[src/rtl/fv_bank_stream_ctrl.sv]
// FV bank controller: accepts burst writes into a single-port FV SRAM and streams
// queued vector reads to tagged Edge PEs as sos/eos-framed words with backpressure.
module fv_bank_stream_ctrl #(
  parameter int unsigned ELEM_W         = 8,
  parameter int unsigned ELEMS_PER_WORD = 2,
  parameter int unsigned DEPTH          = 256,
  parameter int unsigned MAX_FV         = 64,
  parameter int unsigned NUM_PE         = 4,
  parameter int unsigned REQ_DEPTH      = 4,
  parameter int unsigned OBUF_DEPTH     = 4,
  localparam int unsigned FV_W = ELEM_W * ELEMS_PER_WORD,
  localparam int unsigned AW   = $clog2(DEPTH),
  localparam int unsigned NW   = $clog2(MAX_FV) + 1,
  localparam int unsigned TW   = (NUM_PE > 1) ? $clog2(NUM_PE) : 1
) (
  input  logic            clk,
  input  logic            reset,
  input  logic [NW-1:0]   num_fv_i,
  input  logic            wr_valid_i,
  input  logic            wr_sos_i,
  input  logic            wr_eos_i,
  input  logic [AW-1:0]   wr_addr_i,
  input  logic [FV_W-1:0] wr_data_i,
  output logic            wr_ready_o,
  input  logic            rd_req_valid_i,
  input  logic [AW-1:0]   rd_req_addr_i,
  input  logic [TW-1:0]   rd_req_tag_i,
  output logic            rd_req_ready_o,
  output logic            sram_cen_o,
  output logic            sram_wen_o,
  output logic [AW-1:0]   sram_a_o,
  output logic [FV_W-1:0] sram_d_o,
  input  logic [FV_W-1:0] sram_q_i,
  output logic            out_valid_o,
  output logic            out_sos_o,
  output logic            out_eos_o,
  output logic [FV_W-1:0] out_data_o,
  output logic [TW-1:0]   out_tag_o,
  input  logic            out_ready_i,
  output logic            busy_o
);

  localparam int unsigned EPW = ELEMS_PER_WORD;
  localparam int unsigned QPW = (REQ_DEPTH > 1) ? $clog2(REQ_DEPTH) : 1;
  localparam int unsigned QCW = $clog2(REQ_DEPTH + 1);
  localparam int unsigned OPW = (OBUF_DEPTH > 1) ? $clog2(OBUF_DEPTH) : 1;
  localparam int unsigned OCW = $clog2(OBUF_DEPTH + 1);

  typedef enum logic [1:0] {StIdle, StWrite, StStream, StDrain} state_e;

  function automatic logic [QPW-1:0] q_inc(input logic [QPW-1:0] p);
    return (p == QPW'(REQ_DEPTH - 1)) ? '0 : p + QPW'(1);
  endfunction

  function automatic logic [OPW-1:0] ob_inc(input logic [OPW-1:0] p);
    return (p == OPW'(OBUF_DEPTH - 1)) ? '0 : p + OPW'(1);
  endfunction

  function automatic logic [AW-1:0] a_inc(input logic [AW-1:0] a);
    return (a == AW'(DEPTH - 1)) ? '0 : a + AW'(1);
  endfunction

  // Elements at index >= rem are dropped from the last word; rem == 0 keeps all.
  function automatic logic [EPW-1:0] keep_mask(input logic [NW-1:0] rem);
    logic [EPW-1:0] m;
    for (int unsigned e = 0; e < EPW; e++) m[e] = (rem == '0) || (32'(rem) > e);
    return m;
  endfunction

  state_e          state_q;
  logic            sram_cen_q, sram_wen_q;
  logic [AW-1:0]   sram_a_q;
  logic [FV_W-1:0] sram_d_q;

  // Request queue
  logic [AW-1:0]  q_addr_q [REQ_DEPTH];
  logic [TW-1:0]  q_tag_q  [REQ_DEPTH];
  logic [QPW-1:0] q_wptr_q, q_rptr_q;
  logic [QCW-1:0] q_cnt_q;
  logic           q_push, q_pop;

  // Vector context and read pipeline (pins stage, then SRAM data stage)
  logic [AW-1:0]  rd_addr_q;
  logic [NW-1:0]  widx_q, words_q;
  logic [EPW-1:0] keep_last_q;
  logic [TW-1:0]  tag_q;
  logic           rd_pin_q, pin_sos_q, pin_eos_q;
  logic [EPW-1:0] pin_keep_q;
  logic           rd_dat_q, dat_sos_q, dat_eos_q;
  logic [EPW-1:0] dat_keep_q;

  // Output buffer
  logic [FV_W-1:0] ob_data_q [OBUF_DEPTH];
  logic            ob_sos_q  [OBUF_DEPTH];
  logic            ob_eos_q  [OBUF_DEPTH];
  logic [TW-1:0]   ob_tag_q  [OBUF_DEPTH];
  logic [OPW-1:0]  ob_wptr_q, ob_rptr_q;
  logic [OCW-1:0]  ob_cnt_q, ob_cnt_d;
  logic            out_valid_q, ob_push, ob_pop;

  logic            start_wr, can_issue, stream_eos;
  logic [31:0]     credit_used;
  logic [NW-1:0]   pop_words, pop_rem;
  logic [FV_W-1:0] cap_data;

  assign rd_req_ready_o = (q_cnt_q != QCW'(REQ_DEPTH));
  assign q_push         = rd_req_valid_i & rd_req_ready_o;
  assign start_wr       = (state_q == StIdle) & wr_valid_i & wr_sos_i;
  assign q_pop          = (state_q == StIdle) & !start_wr & (q_cnt_q != '0);
  assign pop_words      = NW'((32'(num_fv_i) + EPW - 1) / EPW);
  assign pop_rem        = NW'(32'(num_fv_i) % EPW);
  // Reserve buffer room for every read already on the pins or returning from the SRAM.
  assign credit_used    = 32'(ob_cnt_q) + 32'(rd_pin_q) + 32'(rd_dat_q);
  assign can_issue      = credit_used < OBUF_DEPTH;
  assign stream_eos     = (widx_q == words_q - NW'(1));

  always_ff @(posedge clk) begin
    if (reset) begin
      q_wptr_q <= '0;
      q_rptr_q <= '0;
      q_cnt_q  <= '0;
    end else begin
      if (q_push) q_wptr_q <= q_inc(q_wptr_q);
      if (q_pop)  q_rptr_q <= q_inc(q_rptr_q);
      if (q_push && !q_pop)      q_cnt_q <= q_cnt_q + QCW'(1);
      else if (!q_push && q_pop) q_cnt_q <= q_cnt_q - QCW'(1);
    end
  end

  always_ff @(posedge clk) begin
    if (q_push) begin
      q_addr_q[q_wptr_q] <= rd_req_addr_i;
      q_tag_q[q_wptr_q]  <= rd_req_tag_i;
    end
  end

  always_ff @(posedge clk) begin
    if (reset) begin
      state_q     <= StIdle;
      sram_cen_q  <= 1'b1;
      sram_wen_q  <= 1'b1;
      sram_a_q    <= '0;
      sram_d_q    <= '0;
      rd_addr_q   <= '0;
      widx_q      <= '0;
      words_q     <= '0;
      keep_last_q <= '0;
      tag_q       <= '0;
      rd_pin_q    <= 1'b0;
      pin_sos_q   <= 1'b0;
      pin_eos_q   <= 1'b0;
      pin_keep_q  <= '0;
    end else begin
      sram_cen_q <= 1'b1;
      sram_wen_q <= 1'b1;
      rd_pin_q   <= 1'b0;
      unique case (state_q)
        StIdle: begin
          if (start_wr) begin
            sram_cen_q <= 1'b0;
            sram_wen_q <= 1'b0;
            sram_a_q   <= wr_addr_i;
            sram_d_q   <= wr_data_i;
            if (!wr_eos_i) state_q <= StWrite;
          end else if (q_pop) begin
            tag_q       <= q_tag_q[q_rptr_q];
            words_q     <= pop_words;
            keep_last_q <= keep_mask(pop_rem);
            // Zero-length requests are consumed without touching the SRAM.
            if (pop_words != '0) begin
              sram_cen_q <= 1'b0;
              sram_a_q   <= q_addr_q[q_rptr_q];
              rd_pin_q   <= 1'b1;
              pin_sos_q  <= 1'b1;
              pin_eos_q  <= (pop_words == NW'(1));
              pin_keep_q <= (pop_words == NW'(1)) ? keep_mask(pop_rem) : '1;
              rd_addr_q  <= a_inc(q_addr_q[q_rptr_q]);
              widx_q     <= NW'(1);
              state_q    <= (pop_words == NW'(1)) ? StDrain : StStream;
            end
          end
        end
        StWrite: begin
          if (wr_valid_i) begin
            sram_cen_q <= 1'b0;
            sram_wen_q <= 1'b0;
            sram_a_q   <= wr_addr_i;
            sram_d_q   <= wr_data_i;
            if (wr_eos_i) state_q <= StIdle;
          end
        end
        StStream: begin
          if (can_issue) begin
            sram_cen_q <= 1'b0;
            sram_a_q   <= rd_addr_q;
            rd_pin_q   <= 1'b1;
            pin_sos_q  <= 1'b0;
            pin_eos_q  <= stream_eos;
            pin_keep_q <= stream_eos ? keep_last_q : '1;
            rd_addr_q  <= a_inc(rd_addr_q);
            widx_q     <= widx_q + NW'(1);
            if (stream_eos) state_q <= StDrain;
          end
        end
        StDrain: begin
          if (!rd_pin_q && !rd_dat_q && ob_cnt_q == '0) state_q <= StIdle;
        end
        default: state_q <= StIdle;
      endcase
    end
  end

  always_ff @(posedge clk) begin
    if (reset) begin
      rd_dat_q   <= 1'b0;
      dat_sos_q  <= 1'b0;
      dat_eos_q  <= 1'b0;
      dat_keep_q <= '0;
    end else begin
      rd_dat_q   <= rd_pin_q;
      dat_sos_q  <= pin_sos_q;
      dat_eos_q  <= pin_eos_q;
      dat_keep_q <= pin_keep_q;
    end
  end

  always_comb begin
    cap_data = sram_q_i;
    for (int unsigned e = 0; e < EPW; e++) begin
      if (!dat_keep_q[e]) cap_data[e*ELEM_W +: ELEM_W] = '0;
    end
  end

  always_comb begin
    ob_push  = rd_dat_q;
    ob_pop   = out_valid_q & out_ready_i;
    ob_cnt_d = ob_cnt_q;
    if (ob_push && !ob_pop)      ob_cnt_d = ob_cnt_q + OCW'(1);
    else if (!ob_push && ob_pop) ob_cnt_d = ob_cnt_q - OCW'(1);
  end

  always_ff @(posedge clk) begin
    if (reset) begin
      ob_wptr_q   <= '0;
      ob_rptr_q   <= '0;
      ob_cnt_q    <= '0;
      out_valid_q <= 1'b0;
      for (int unsigned i = 0; i < OBUF_DEPTH; i++) begin
        ob_data_q[i] <= '0;
        ob_sos_q[i]  <= 1'b0;
        ob_eos_q[i]  <= 1'b0;
        ob_tag_q[i]  <= '0;
      end
    end else begin
      ob_cnt_q    <= ob_cnt_d;
      out_valid_q <= (ob_cnt_d != '0);
      if (ob_pop) ob_rptr_q <= ob_inc(ob_rptr_q);
      if (ob_push) begin
        ob_data_q[ob_wptr_q] <= cap_data;
        ob_sos_q[ob_wptr_q]  <= dat_sos_q;
        ob_eos_q[ob_wptr_q]  <= dat_eos_q;
        ob_tag_q[ob_wptr_q]  <= tag_q;
        ob_wptr_q            <= ob_inc(ob_wptr_q);
      end
    end
  end

  assign sram_cen_o  = sram_cen_q;
  assign sram_wen_o  = sram_wen_q;
  assign sram_a_o    = sram_a_q;
  assign sram_d_o    = sram_d_q;
  assign out_valid_o = out_valid_q;
  assign out_sos_o   = ob_sos_q[ob_rptr_q];
  assign out_eos_o   = ob_eos_q[ob_rptr_q];
  assign out_data_o  = ob_data_q[ob_rptr_q];
  assign out_tag_o   = ob_tag_q[ob_rptr_q];
  assign wr_ready_o  = (state_q == StIdle) | (state_q == StWrite);
  assign busy_o      = (state_q != StIdle) | (q_cnt_q != '0);

endmodule

[config.mk]
export PLATFORM = sky130hd
export DESIGN_NAME = fv_bank_stream_ctrl
export DESIGN_NICKNAME = d
export VERILOG_FILES = /design/src/rtl/fv_bank_stream_ctrl.sv
export SDC_FILE = /design/constraint.sdc
export NUM_CORES = 1
export LEC_CHECK = 0
export CAP_MARGIN = 20
export CORE_UTILIZATION = 50
export CTS_BUF_LIST = sky130_fd_sc_hd__clkbuf_4 sky130_fd_sc_hd__clkbuf_8
export DETAILED_ROUTE_END_ITERATION = 6
export DONT_BUFFER_PORTS = 1
export REMOVE_ABC_BUFFERS = 1
export SLEW_MARGIN = 20
export SYNTH_ARGS = -nofsm -noshare
export SYNTH_HDL_FRONTEND = slang
export SYNTH_SLANG_ARGS = --single-unit
[constraint.sdc]
create_clock -name clk -period 3.9 [get_ports clk]
set_input_delay 0.39 -clock clk [delete_from_list [all_inputs] [get_ports clk]]
set_output_delay 0.39 -clock clk [all_outputs]
set_load 0.005 [all_outputs]
# After elaboration in Yosys (flattened, before gate mapping)

Memory sizes are Yosys's and may differ from the RTL's. A register that Yosys moved wholly into a read port is not among the register bits.
Cells that the tools add are included.

Flip-flop bits (word level): 77
Bits in writable memories: 120
Memories kept: 6

Memory list:

| memory    | depth | bits a word | rd ports | clocked after Yosys merged registers in | wr ports | RTL line | RTL |
|---|---|---|---|---|---|---|---|
| ob_data_q | 4     | 16          | 1        | 1                                       | 4        | 93       | `logic [FV_W-1:0] ob_data_q [OBUF_DEPTH];` |
| q_addr_q  | 4     | 8           | 1        | 1                                       | 1        | 76       | `logic [AW-1:0] q_addr_q [REQ_DEPTH];` |
| ob_tag_q  | 4     | 2           | 1        | 1                                       | 4        | 96       | `logic [TW-1:0] ob_tag_q [OBUF_DEPTH];` |
| q_tag_q   | 4     | 2           | 1        | 1                                       | 1        | 77       | `logic [TW-1:0] q_tag_q [REQ_DEPTH];` |
| ob_eos_q  | 4     | 1           | 1        | 1                                       | 4        | 95       | `logic ob_eos_q [OBUF_DEPTH];` |
| ob_sos_q  | 4     | 1           | 1        | 1                                       | 4        | 94       | `logic ob_sos_q [OBUF_DEPTH];` |

Bitwise operators: 9
Add/sub/neg operators: 16
Reductions and logical operators: 34
Muxes and demuxes: 101
Eq/ne operators: 24
Magnitude comparators: 3

Operators by type and width:

| operator            | number |
|---|---|
| $mux 8              | 13 |
| $mux 2              | 34 |
| $mux 16             | 3 |
| $mux 1              | 32 |
| $pmux 16 s2         | 1 |
| $mux 7              | 4 |
| $pmux 8 s3          | 1 |
| $ne 2x2->1 const B  | 9 |
| $add 8x1->8 const B | 2 |
| $eq 8x8->1 const B  | 2 |
| $pmux 8 s2          | 1 |
| $reduce_or 16->1    | 1 |
| $pmux 7 s2          | 1 |
| $eq 2x2->1 const B  | 6 |
| $mux 3              | 4 |
| $ne 3x3->1 const B  | 4 |
| $reduce_and 5->1    | 2 |
| $reduce_bool 3->1   | 3 |
| $add 2x1->2 const B | 4 |
| $add 7x2->8 const B | 1 |
| $pmux 1 s2          | 4 |
| $pmux 2 s4          | 1 |
| $reduce_and 8->1    | 1 |
| $reduce_bool 2->1   | 4 |
| 27 further kinds    | 49 |

# Logic depth before layout (Yosys ltp)

Depth in word-level cells: 9
Mapped depth: 14
Mapped depth without buffers: 11

# Least setup slack after synthesis

OpenSTA, ideal clock, no wires.

Kind: register to register
From: register state_q[0]
To: register q_cnt_q[2]
Clock period less this slack: 2.890 ns
Stages on the path, launching flop included: 15
Data required time: 3.830 ns
Setup slack: 1.010 ns
Arrival: 2.819 ns
Cell sequence: dfxtp_1 inv_1 ha_1 buf_4 a21boi_2 and2_1 buf_4 inv_1 clkbuf_1 ha_1 inv_1 fa_1 xor2_1 or3_1 a21oi_1

Word-level cells in the longest chain between the ends: 9
Elaborated cells on any way between the ends: 11
Classes of those cells: mux (1); bitwise (4); reduce/logical (6)

RTL lines:

| item                                               | RTL line | RTL |
|---|---|---|
| start, declared                                    | 70       | `state_e state_q;` |
| start signal, assigned                             | 139      | `state_q <= StIdle;` |
| start signal, assigned                             | 164      | `if (!wr_eos_i) state_q <= StWrite;` |
| start signal, assigned                             | 179      | `state_q <= (pop_words == NW'(1)) ? StDrain : StStream;` |
| $logic_not 2->1 *                                  | 108, 109 |  |
| $and 1x1->1 (2 in series)                          | 108      | `assign start_wr = (state_q == StIdle) & wr_valid_i & wr_sos_i;` |
| $logic_not 1->1                                    | 109      | `assign q_pop = (state_q == StIdle) & !start_wr & (q_cnt_q != '0);` |
| $and 1x1->1 * (2 in series)                        | 109      |  |
| $logic_not 1->1                                    | 125      | `if (q_push && !q_pop) q_cnt_q <= q_cnt_q + QCW'(1);` |
| $logic_and 1x1->1                                  | 125      |  |
| $mux 3 / $reduce_bool 2->1 (equally long branches) | n/a      |  |
| end signal, assigned                               | 125      |  |
| end signal, assigned                               | 126      | `else if (!q_push && q_pop) q_cnt_q <= q_cnt_q - QCW'(1);` |
| end, declared                                      | 79       | `logic [QCW-1:0] q_cnt_q;` |

Every way passes the cells marked *; elsewhere a longest branch is shown, timed or not.
A chain may end at the register's enable or synchronous reset.

# Final worst setup path

Same ends and word-level chain as after synthesis.

==> metrics <==
outcome finished with violations; failing checks design-rule violations; Port Buffers 0; routed length per instance 18.8 microns; Power Density 643 nW/um^2; Placeable Area 18100 sq um; remaining global-route overflow 0; Final Wtd Congestion 0.874; Req. time, crit path 4.36 ns; FF+latch count, synth 203; Crit-path slowest cell dfxtp_1; Slew Limit Fails 0; adder-cell share of the synthesized area 3.31%; total global-route track usage 21.9%; Synth Instances 817; Worst Clk Skew 0.0333 ns; critical path arrival 3.56 ns; Setup crit end kind register; HP Class input port to register; post-route minimum period 3.11 ns; via/cell ratio 5.78; vias in the first global route 6491; met3 routed WL 1320 microns; Worst-Skew Late Latency 0.53 ns; Worst-path clk slew 0.06 ns; Critical Path, Cell by Cell inv_1 -> ha_1 -> a21boi_2 -> and2_1 -> buf_4 -> inv_1 -> ha_1 -> inv_1 -> fa_1 -> xor2_1 -> or3_1 -> a21oi_1; Ports 114; top cell type's share of synthesized area 38.8%; leakage 3.91 nW; initial core utilization 51.4%; met2 wire length 10400 microns; CTS Sinks 203; layout cells sized above 1 12.9%; main combinational cell family by area after synthesis simple AND/OR/NAND/NOR gates; initial antenna violation count 0; die width 138 microns; actual slew at the worst max-slew pin 1.03 ns; slew margin rel. 31.2%; WL met1 8140 microns; Layout Cells excl Fill 1092; Pre-Repair DR Iteration Count 7; Compound-Gate Fraction of Synth Area 10.1%; row cnt 49; Final Hold Fails 0; Post-Synth Simple-Gate Area 13.9%; Routed Antenna Nets 0; Startpoint Class register; Syn Area/Cell 11.4 sq um; Primary FF master, synth edfxtp_1; largest net degree at the start of global routing 67; CP Class register to register; H-tree lvl count 2; Setup-failing EPs final 0; WL final 20500 microns; Syn-to-layout area delta 11.3%; most frequent cells in the layout edfxtp_1 (120), nor2_1 (117), dfxtp_1 (83); sequential-to-total area share from yosys stat 56.7%; Area contributors post-synth edfxtp_1 (39%), dfxtp_1 (18%), mux4_2 (7.3%); Final Util 57.2%; critical path peak fanout 18; Peak VDD IR 377 uV; async set or reset register ratio after synthesis 0%; yosys warns 0; final period utilization 79.6%; Die Area 19100 sq um; Synth cell types 67; DR vias 6307; HPWL Detailed 13800 microns; RSZ-0062 raised after global routing false; Peak Freq 0.322 GHz; slowest stage delay, CP 0.40 ns; Max Buffers Root-to-Sink 3; Antenna Cells 0; Synth Area in XOR/XNOR 2.22%; Final nets 923; 1st-iter DRT viols 254; global-route wire length before repair 32900 microns; root buffer cell clkbuf_8; uppermost layer routed met4; DRC violations left 13; commonest non-fill, non-tap cell in the layout edfxtp_1; Die Span Y 138 microns; CTS tree yes; max_cap viols 0; TritonCTS Buffers 36; Post-Syn Area 9290 sq um; # placed instances 1010; setup TNS 0 ns; CP most frequent cell inv_1; mux share of post-synthesis cell area 9.75%; Post-synth EDFFs 120; leading area contributor after synthesis edfxtp_1
## repair_timing
action                    in CTS  in global routing
hold buffers                  16                  0
setup buffers                  0                  0
gates resized for setup        0                  0
hold endpoints to repair     111                  0
## stage by stage
step / power, mW / hold WS (ns) / setup slack, ns / cell area, sq um
after detailed placement: 4.74 / 0.453 / 0.804 / 9450
after global placement: 4.68 / 0.453 / 0.936 / 9450
after global routing: 7.04 / 0.0174 / 0.505 / 10300
final: 6.65 / 0.0258 / 0.795 / 10300
after CTS: 6.72 / 0.0000259 / 0.798 / 10300
after floorplan: 4.25 / 0.430 / 1.12 / 9100
## sequential cells by signal (all words and copies together), names as in the netlist, 3 cells and up, named ones only
register   flops
q_tag_q        8
words_q        7
widx_q         7
rd_addr_q      8
ob_data_q     64
sram_d_o      16
ob_tag_q       8
sram_a_o       8
ob_cnt_q       3
q_cnt_q        3
q_addr_q      32
ob_eos_q       4
ob_sos_q       4
## Yosys cell counts (5+ instances only)
cell,instances
clkbuf_1,31
nor2_1,117
and2_1,6
dfxtp_1,83
xor2_1,12
edfxtp_1,120
nor2b_1,7
a31oi_1,13
ha_1,23
o31ai_1,5
buf_2,6
mux4_2,30
nand3_1,25
inv_1,47
nor3_1,13
a211oi_1,13
xnor2_1,9
and3_1,9
a221oi_1,7
nand2_1,81
nand4_1,10
a21oi_1,34
mux2i_1,23
o21ai_0,20
or3_1,7
## layout make-up
type | count | area [sq um]
inverter | 47 | 176
multi-input combinational | 522 | 3660
timing repair buffer | 25 | 245
clock buffer | 53 | 648
clock inverter | 13 | 68.8
tap | 229 | 287
sequential | 203 | 5270
fill | 1505 | 7740
## kinds of logic after synthesis
kind of cell,count (synthesis)
AO/OA/AOI/OAI,134
XOR/XNOR,22
adder cells (fa/ha/maj),24
buffers and inverters,92
flip-flops,203
multiplexers,53
AND/OR/NAND/NOR,289
## power breakdown
part | leakage [nW] | switching [mW] | internal [mW] | total [mW]
clock | 0.381 | 0.852 | 1.07 | 1.93
combinational | 1.66 | 1.07 | 0.799 | 1.87
sequential | 1.87 | 0.281 | 2.58 | 2.86
total | 3.91 | 2.20 | 4.45 | 6.65
## metal layers
layer / track usage, % / vias to the layer above
met2: 39.3 / 173
met5: 0 / -
met1: 24.7 / 3062
met3: 5.33 / 51
li1: - / 3021
met4: 9.58 / 0
## worst max-delay path: cells and delay by family (launching register included)
| kind | cells | cell delay [ns] |
|---|---|---|
| AND/OR/NAND/NOR | 2 | 0.48 |
| XOR/XNOR | 1 | 0.17 |
| buffers and inverters | 4 | 0.66 |
| adder cells (fa/ha/maj) | 3 | 0.96 |
| AO/OA/AOI/OAI | 2 | 0.37 |
| flip-flops | 1 | 0.40 |
## final timing paths
path / start / endpoint / slack (ns) / cells after the start
setup / recovery: state_q[0] / q_cnt_q[2] / 0.79 / 12
hold reg to reg: pin_keep_q[0] / dat_keep_q[0] / 0.47 / 1
hold / removal: wr_data_i[0] / sram_d_o[0] / 0.03 / 2
setup reg to reg: state_q[0] / q_cnt_q[2] / 0.79 / 12
No activity file was read; power rests on OpenSTA's default activity.
